===== src/rtl/dpram_port_req_buffer.sv =====
// dpram_port_req_buffer: in-order command queue in front of one dpram port, with
// credit-limited read-response buffering. Optional counters: DPRAM_REQ_STATS_EN.
module dpram_port_req_buffer #(
    parameter int AW        = 8,
    parameter int DW        = 8,
    parameter int CMD_DEPTH = 4,
    parameter int RSP_DEPTH = 4,
    parameter int READ_LAT  = 1
) (
    input  logic          clk,
    input  logic          rst,
    input  logic          in_valid,
    output logic          in_ready,
    input  logic          in_we,
    input  logic [AW-1:0] in_addr,
    input  logic [DW-1:0] in_data,
    output logic          mem_valid,
    input  logic          mem_ready,
    output logic          mem_we,
    output logic [AW-1:0] mem_addr,
    output logic [DW-1:0] mem_data,
    input  logic [DW-1:0] mem_q,
    output logic          rsp_valid,
    input  logic          rsp_ready,
    output logic [DW-1:0] rsp_data,
    output logic          busy
`ifdef DPRAM_REQ_STATS_EN
    ,
    output logic [31:0]   stat_wr_cnt,
    output logic [31:0]   stat_rd_cnt
`endif
);
    localparam int CPW = $clog2(CMD_DEPTH);
    localparam int RPW = $clog2(RSP_DEPTH);
    localparam int CW  = $clog2(RSP_DEPTH + 1);
    localparam logic [CPW:0]  CMD_PTR_ONE = (CPW + 1)'(1);
    localparam logic [RPW:0]  RSP_PTR_ONE = (RPW + 1)'(1);
    localparam logic [CW-1:0] CREDIT_ONE  = CW'(1);
    localparam logic [CW-1:0] CREDIT_MAX  = CW'(RSP_DEPTH);

    logic          cmd_we_q   [CMD_DEPTH];
    logic [AW-1:0] cmd_addr_q [CMD_DEPTH];
    logic [DW-1:0] cmd_data_q [CMD_DEPTH];
    logic [DW-1:0] rsp_mem_q  [RSP_DEPTH];
    logic [CPW:0]  cmd_wp_q, cmd_wp_d, cmd_rp_q, cmd_rp_d;
    logic [RPW:0]  rsp_wp_q, rsp_wp_d, rsp_rp_q, rsp_rp_d;
    logic [CW-1:0] credits_q, credits_d;
    logic [READ_LAT-1:0] rd_pipe_q, rd_pipe_d;
    logic [CPW-1:0] cmd_head;
    logic [RPW-1:0] rsp_head;
    logic cmd_empty, cmd_full, rsp_empty, rsp_full;
    logic cmd_push, cmd_pop, rd_issue, rsp_push, rsp_pop;

    assign cmd_head  = cmd_rp_q[CPW-1:0];
    assign rsp_head  = rsp_rp_q[RPW-1:0];
    assign cmd_empty = (cmd_wp_q == cmd_rp_q);
    assign cmd_full  = (cmd_wp_q[CPW] != cmd_rp_q[CPW]) && (cmd_wp_q[CPW-1:0] == cmd_rp_q[CPW-1:0]);
    assign rsp_empty = (rsp_wp_q == rsp_rp_q);
    assign rsp_full  = (rsp_wp_q[RPW] != rsp_rp_q[RPW]) && (rsp_wp_q[RPW-1:0] == rsp_rp_q[RPW-1:0]);

    // Handshakes: a transfer happens on any cycle where valid && ready at the rising edge.
    assign in_ready  = !cmd_full && !rst;
    assign cmd_push  = in_valid && in_ready;
    assign mem_we    = cmd_we_q[cmd_head];
    assign mem_addr  = cmd_addr_q[cmd_head];
    assign mem_data  = cmd_data_q[cmd_head];
    assign mem_valid = !cmd_empty && (mem_we || credits_q != '0);
    assign cmd_pop   = mem_valid && mem_ready;
    assign rd_issue  = cmd_pop && !mem_we;
    assign rsp_push  = rd_pipe_q[READ_LAT-1];
    assign rsp_valid = !rsp_empty;
    assign rsp_data  = rsp_mem_q[rsp_head];
    assign rsp_pop   = rsp_valid && rsp_ready;
    assign busy      = !cmd_empty || (|rd_pipe_q) || !rsp_empty;

    always_comb begin
        cmd_wp_d  = cmd_push ? cmd_wp_q + CMD_PTR_ONE : cmd_wp_q;
        cmd_rp_d  = cmd_pop  ? cmd_rp_q + CMD_PTR_ONE : cmd_rp_q;
        rsp_wp_d  = rsp_push ? rsp_wp_q + RSP_PTR_ONE : rsp_wp_q;
        rsp_rp_d  = rsp_pop  ? rsp_rp_q + RSP_PTR_ONE : rsp_rp_q;
        credits_d = credits_q;
        if (rd_issue && !rsp_pop) begin
            credits_d = credits_q - CREDIT_ONE;
        end else if (!rd_issue && rsp_pop) begin
            credits_d = credits_q + CREDIT_ONE;
        end
    end

    generate
        if (READ_LAT == 1) begin : g_lat1
            assign rd_pipe_d = rd_issue;
        end else begin : g_latn
            assign rd_pipe_d = {rd_pipe_q[READ_LAT-2:0], rd_issue};
        end
    endgenerate

    always_ff @(posedge clk) begin
        if (rst) begin
            for (int i = 0; i < CMD_DEPTH; i++) begin
                cmd_we_q[i]   <= 1'b0;
                cmd_addr_q[i] <= '0;
                cmd_data_q[i] <= '0;
            end
            for (int i = 0; i < RSP_DEPTH; i++) begin
                rsp_mem_q[i] <= '0;
            end
            cmd_wp_q  <= '0;
            cmd_rp_q  <= '0;
            rsp_wp_q  <= '0;
            rsp_rp_q  <= '0;
            credits_q <= CREDIT_MAX;
            rd_pipe_q <= '0;
        end else begin
            if (cmd_push) begin
                cmd_we_q[cmd_wp_q[CPW-1:0]]   <= in_we;
                cmd_addr_q[cmd_wp_q[CPW-1:0]] <= in_addr;
                cmd_data_q[cmd_wp_q[CPW-1:0]] <= in_data;
            end
            if (rsp_push) begin
                rsp_mem_q[rsp_wp_q[RPW-1:0]] <= mem_q;
            end
            cmd_wp_q  <= cmd_wp_d;
            cmd_rp_q  <= cmd_rp_d;
            rsp_wp_q  <= rsp_wp_d;
            rsp_rp_q  <= rsp_rp_d;
            credits_q <= credits_d;
            rd_pipe_q <= rd_pipe_d;
        end
    end

    // Credits reserve a response slot at issue, so a capture can never find the FIFO full.
    always @(posedge clk) begin
        if (!rst) begin
            assert (!(rsp_push && rsp_full)) else $error("response fifo overflow");
        end
    end

`ifdef DPRAM_REQ_STATS_EN
    logic [31:0] stat_wr_q, stat_rd_q;

    always_ff @(posedge clk) begin
        if (rst) begin
            stat_wr_q <= '0;
            stat_rd_q <= '0;
        end else begin
            if (cmd_pop && mem_we && stat_wr_q != 32'hFFFF_FFFF) begin
                stat_wr_q <= stat_wr_q + 32'd1;
            end
            if (rd_issue && stat_rd_q != 32'hFFFF_FFFF) begin
                stat_rd_q <= stat_rd_q + 32'd1;
            end
        end
    end

    assign stat_wr_cnt = stat_wr_q;
    assign stat_rd_cnt = stat_rd_q;
`endif

endmodule

===== config.mk =====
export PLATFORM = sky130hd
export DESIGN_NAME = dpram_port_req_buffer
export DESIGN_NICKNAME = d
export VERILOG_FILES = /design/src/rtl/dpram_port_req_buffer.sv
export SDC_FILE = /design/constraint.sdc
export NUM_CORES = 1
export LEC_CHECK = 0
export CELL_PAD_IN_SITES_DETAIL_PLACEMENT = 1
export CELL_PAD_IN_SITES_GLOBAL_PLACEMENT = 1
export CORE_MARGIN = 8
export CORE_UTILIZATION = 30
export CTS_BUF_LIST = sky130_fd_sc_hd__clkbuf_8
export CTS_CLUSTER_DIAMETER = 40
export DETAILED_ROUTE_END_ITERATION = 16
export PLACE_DENSITY = 0.57
export REMOVE_ABC_BUFFERS = 1
export SYNTH_ARGS = -nofsm -noshare
export SYNTH_HDL_FRONTEND = slang
export SYNTH_SLANG_ARGS = --single-unit

===== constraint.sdc =====
create_clock -name clk -period 2.4 [get_ports clk]
set_input_delay 0.36 -clock clk [delete_from_list [all_inputs] [get_ports clk]]
set_output_delay 0.36 -clock clk [all_outputs]
set_load 0.02 [all_outputs]

==> run summary <==
CELLS AND AREA
------------------------------------------------------------------------------
Area growth syn-to-layout                                               26.10%
Ratio of cells with drive above 1 in the final layout                   0.2053
Number of nets in the layout                                               476
Number of antenna cells inserted                                             0
Final Instance Count excl. Fillers                                         682
Fill cell total of the finished layout                                    1818
Commonest cells after routing, fill and taps aside                sky130_fd_sc_hd__and2_1 (100), sky130_fd_sc_hd__edfxtp_1 (100), sky130_fd_sc_hd__clkdlybuf4s50_1 (30)

LOGIC SYNTHESIS
------------------------------------------------------------------------------
Fraction of the yosys area taken by sequential cells                    0.6351
Post-synthesis async set-or-reset flop share                                 0
Synthesized instance count                                                 354
EDFF count, synth                                                          100
Dominant register cell in the synthesized netlist                 sky130_fd_sc_hd__edfxtp_1
Syn Std Cell Area                                                    5359 um^2
Average instance area after synthesis                               15.14 um^2
Netlist cell types                                                          39
YS warnings                                                                  0
Number of storage elements in the synthesis netlist                        120

DETAILED ROUTING
------------------------------------------------------------------------------
DRC violation count after routing                                            0
Final antenna-violating net count                                            0
Number of vias per cell after detailed routing                           4.572
Detailed router's first-iteration violation count                          154
First-pass detailed-route iteration total                                    4
Overall via count from detail_route                                       3118
Average detailed-routed wire length per instance                      18.44 um
Total wire length                                                     12580 um

STA
------------------------------------------------------------------------------
Max Clock Skew                                                        11.36 ps
Unrepaired setup endpoints after global routing                            yes
Achievable clock frequency                                           434.1 MHz
Worst setup slack after layout                                        96.31 ps
Hold Fails Final Rpt                                                         0
Measured slew at the worst slew-check pin                             511.5 ps
Normalized max-slew margin                                              0.6590
Total setup violations reported at the end of the flow                       0
Post-route minimum period                                              2304 ps
Max Slew Vio Count                                                           0
Crit share post-route                                                   0.9599

WORST HOLD PATH
------------------------------------------------------------------------------
Hold Startpoint                                                   credits_q[2]$_SDFFE_PP1P_
Worst min path class                                              flop to flop

CLOCKING
------------------------------------------------------------------------------
Number of sinks driven by the clock tree                                   120
Clock root cell                                                   sky130_fd_sc_hd__clkbuf_8
Clk_lat worst skew                                                      440 ps
Clock Path Buffers                                                           2
TritonCTS clock tree                                                       yes
Number of cells upsized or downsized after cts                              32
Number of buffers inserted during clock tree synthesis                      17
CTS clk-pin slew, worst paths                                            80 ps
H-tree levels                                                                4
Buffers inserted during post-CTS setup optimization                          0
Number of hold buffers added after cts                                       0

PLACEMENT
------------------------------------------------------------------------------
Buffers on Ports                                                            58
Dpl cells                                                                  650
Last weighted congestion value of the routability-driven placer         0.7377
Post-detail-place hpwl                                                 8360 um
Post-placement setup slack                                            51.77 ps

FLOORPLAN
------------------------------------------------------------------------------
Die boundary width                                                    149.7 um
Effective utilization at floorplan                                      0.3025
Total core area                                                     17720 um^2
Number of rows created at floorplan                                         49
IO Count                                                                    59
Die outline area                                                    22400 um^2
Chip Height                                                           149.7 um

STATUS
------------------------------------------------------------------------------
Run status                                                           completed

RUN
------------------------------------------------------------------------------
Max-Cap Viols                                                                0

WORST SETUP PATH
------------------------------------------------------------------------------
CP Max Fanout                                                                4
Crit end category                                                   output pin
Data required time at the worst endpoint                               2040 ps
Sequence of cells on the critical path                            mux4_2 -> clkdlybuf4s50_1
Class of the most critical setup path                             flop to output pin
Kind of start point of the critical path                                  flop
Worst Path Arrival                                                     1940 ps
Delay contributed by the slowest stage of the critical path             580 ps
Critical path's slowest cell                                      sky130_fd_sc_hd__clkdlybuf4s50_1

GLOBAL ROUTING
------------------------------------------------------------------------------
Most used routing layer                                                   met2
Grt met2 use                                                            0.2090
Global routing met3 resource utilization                               0.04022
Wire length of the first global-routing pass                          19620 um
Global router's overall resource usage                                  0.1192
Global routing met1 resource utilization                                0.1345
Maximum number of pins on one net before global-route repair                23
Number of global-route vias before repair                                 3447
Antenna violations before repair                                             0
Overflow left after global routing                                           0

POWER AND IR DROP
------------------------------------------------------------------------------
Largest voltage drop on the vdd net                                  0.3305 mV
Power per unit of standard cell area                              802.1 nW/um^2
Static leakage                                                        2.608 nW

where the power goes:
part / internal, mW / switching, mW / leakage (nW)
combinational: 0.430 / 0.497 / 1.18
sequential: 2.39 / 0.0596 / 1.20
clock: 1.08 / 0.965 / 0.226
logic make-up (layout without fill, tap and decap cells):
logic type / after synthesis / in the layout / synth area share
simple gates: 152 / 152 / 0.1676
flops: 120 / 120 / 0.6351
xor+xnor: 14 / 14 / 0.02568
fa+ha+maj: 6 / 6 / 0.01541
buf+inv: 21 / 120 / 0.02218
compound gates: 14 / 14 / 0.02171
mux: 27 / 27 / 0.1123
cell usage after synthesis, types with 2 or more instances:
cell	instances	area, um^2
sky130_fd_sc_hd__and2_1	100	625.6
sky130_fd_sc_hd__edfxtp_1	100	3003
sky130_fd_sc_hd__dfxtp_1	20	400.4
sky130_fd_sc_hd__mux4_2	20	450.4
sky130_fd_sc_hd__nor2_1	14	52.55
sky130_fd_sc_hd__nand2_1	12	45.04
sky130_fd_sc_hd__xor2_1	9	78.83
sky130_fd_sc_hd__clkbuf_1	8	30.03
sky130_fd_sc_hd__buf_6	5	56.30
sky130_fd_sc_hd__ha_1	5	62.56
sky130_fd_sc_hd__mux4_1	5	131.4
sky130_fd_sc_hd__nand3_1	5	25.02
sky130_fd_sc_hd__inv_1	4	15.01
sky130_fd_sc_hd__o21ai_0	4	20.02
sky130_fd_sc_hd__or2_2	4	25.02
sky130_fd_sc_hd__a21oi_1	3	15.01
sky130_fd_sc_hd__nor3_1	3	15.01
sky130_fd_sc_hd__or3_1	3	18.77
sky130_fd_sc_hd__xnor2_1	3	26.28
sky130_fd_sc_hd__a31o_1	2	17.52
sky130_fd_sc_hd__and3b_1	2	17.52
sky130_fd_sc_hd__buf_2	2	10.01
sky130_fd_sc_hd__mux2i_1	2	20.02
sky130_fd_sc_hd__nor3b_1	2	15.01
sky130_fd_sc_hd__or2_1	2	12.51
sky130_fd_sc_hd__xor2_2	2	32.53
layer usage:
layer  routed length, um  share of wire
met1                5293           0.42
met2                6625           0.53
met3                 566          0.045
met4                  90         0.0072
met5                   0              0
stage by stage:
stage	util	total power, mW	cell area [um^2]	hold slack (ps)	TNS (ps)
floorplan	-	3.018	5259	432.4	-1319
global placement	0.3570	3.483	6326	482.9	0
detailed placement	0.3570	3.508	6326	504.5	0
CTS	0.3808	5.513	6746	502.5	0
global route	0.3814	5.659	6758	530.6	-21.92
finish	0.3814	5.420	6758	509.7	0
final cells by class:
class	instances	area, um^2	area share
Timing Repair Buffer	83	760.7	0.1126
Sequential cell	120	3407	0.5042
Tap cell	229	286.5	0.04240
Clock buffer	17	234.0	0.03462
Clock inverter	15	203.9	0.03018
Multi-Input combinational cell	213	1847	0.2733
Inverter	5	18.77	0.002777
state kept, by name, indices dropped and copies added, names as in the netlist, named ones only:
register,count
cmd_data_q,32
rsp_wp_q,3
credits_q,3
rd_pipe_q,1
rsp_mem_q,32
cmd_addr_q,32
cmd_we_q,4
cmd_wp_q,3
rsp_rp_q,3
cmd_rp_q,3
worst paths after layout:
path                                             endpoint  slack [ps]  depth (start not counted)
worst max-delay path                               mem_we         100                          2
worst min-delay path            credits_q[2]$_SDFFE_PP1P_         510                          2
worst max register to register  credits_q[2]$_SDFFE_PP1P_         110                         10
worst min register to register  credits_q[2]$_SDFFE_PP1P_         510                          2
critical path, delay by kind of cell, from the launching register on:
family,cells,cell delay (ps)
multiplexers,1,560
flip-flops,1,370
buffers and inverters,1,580
Power figures use the tool's default switching activity.
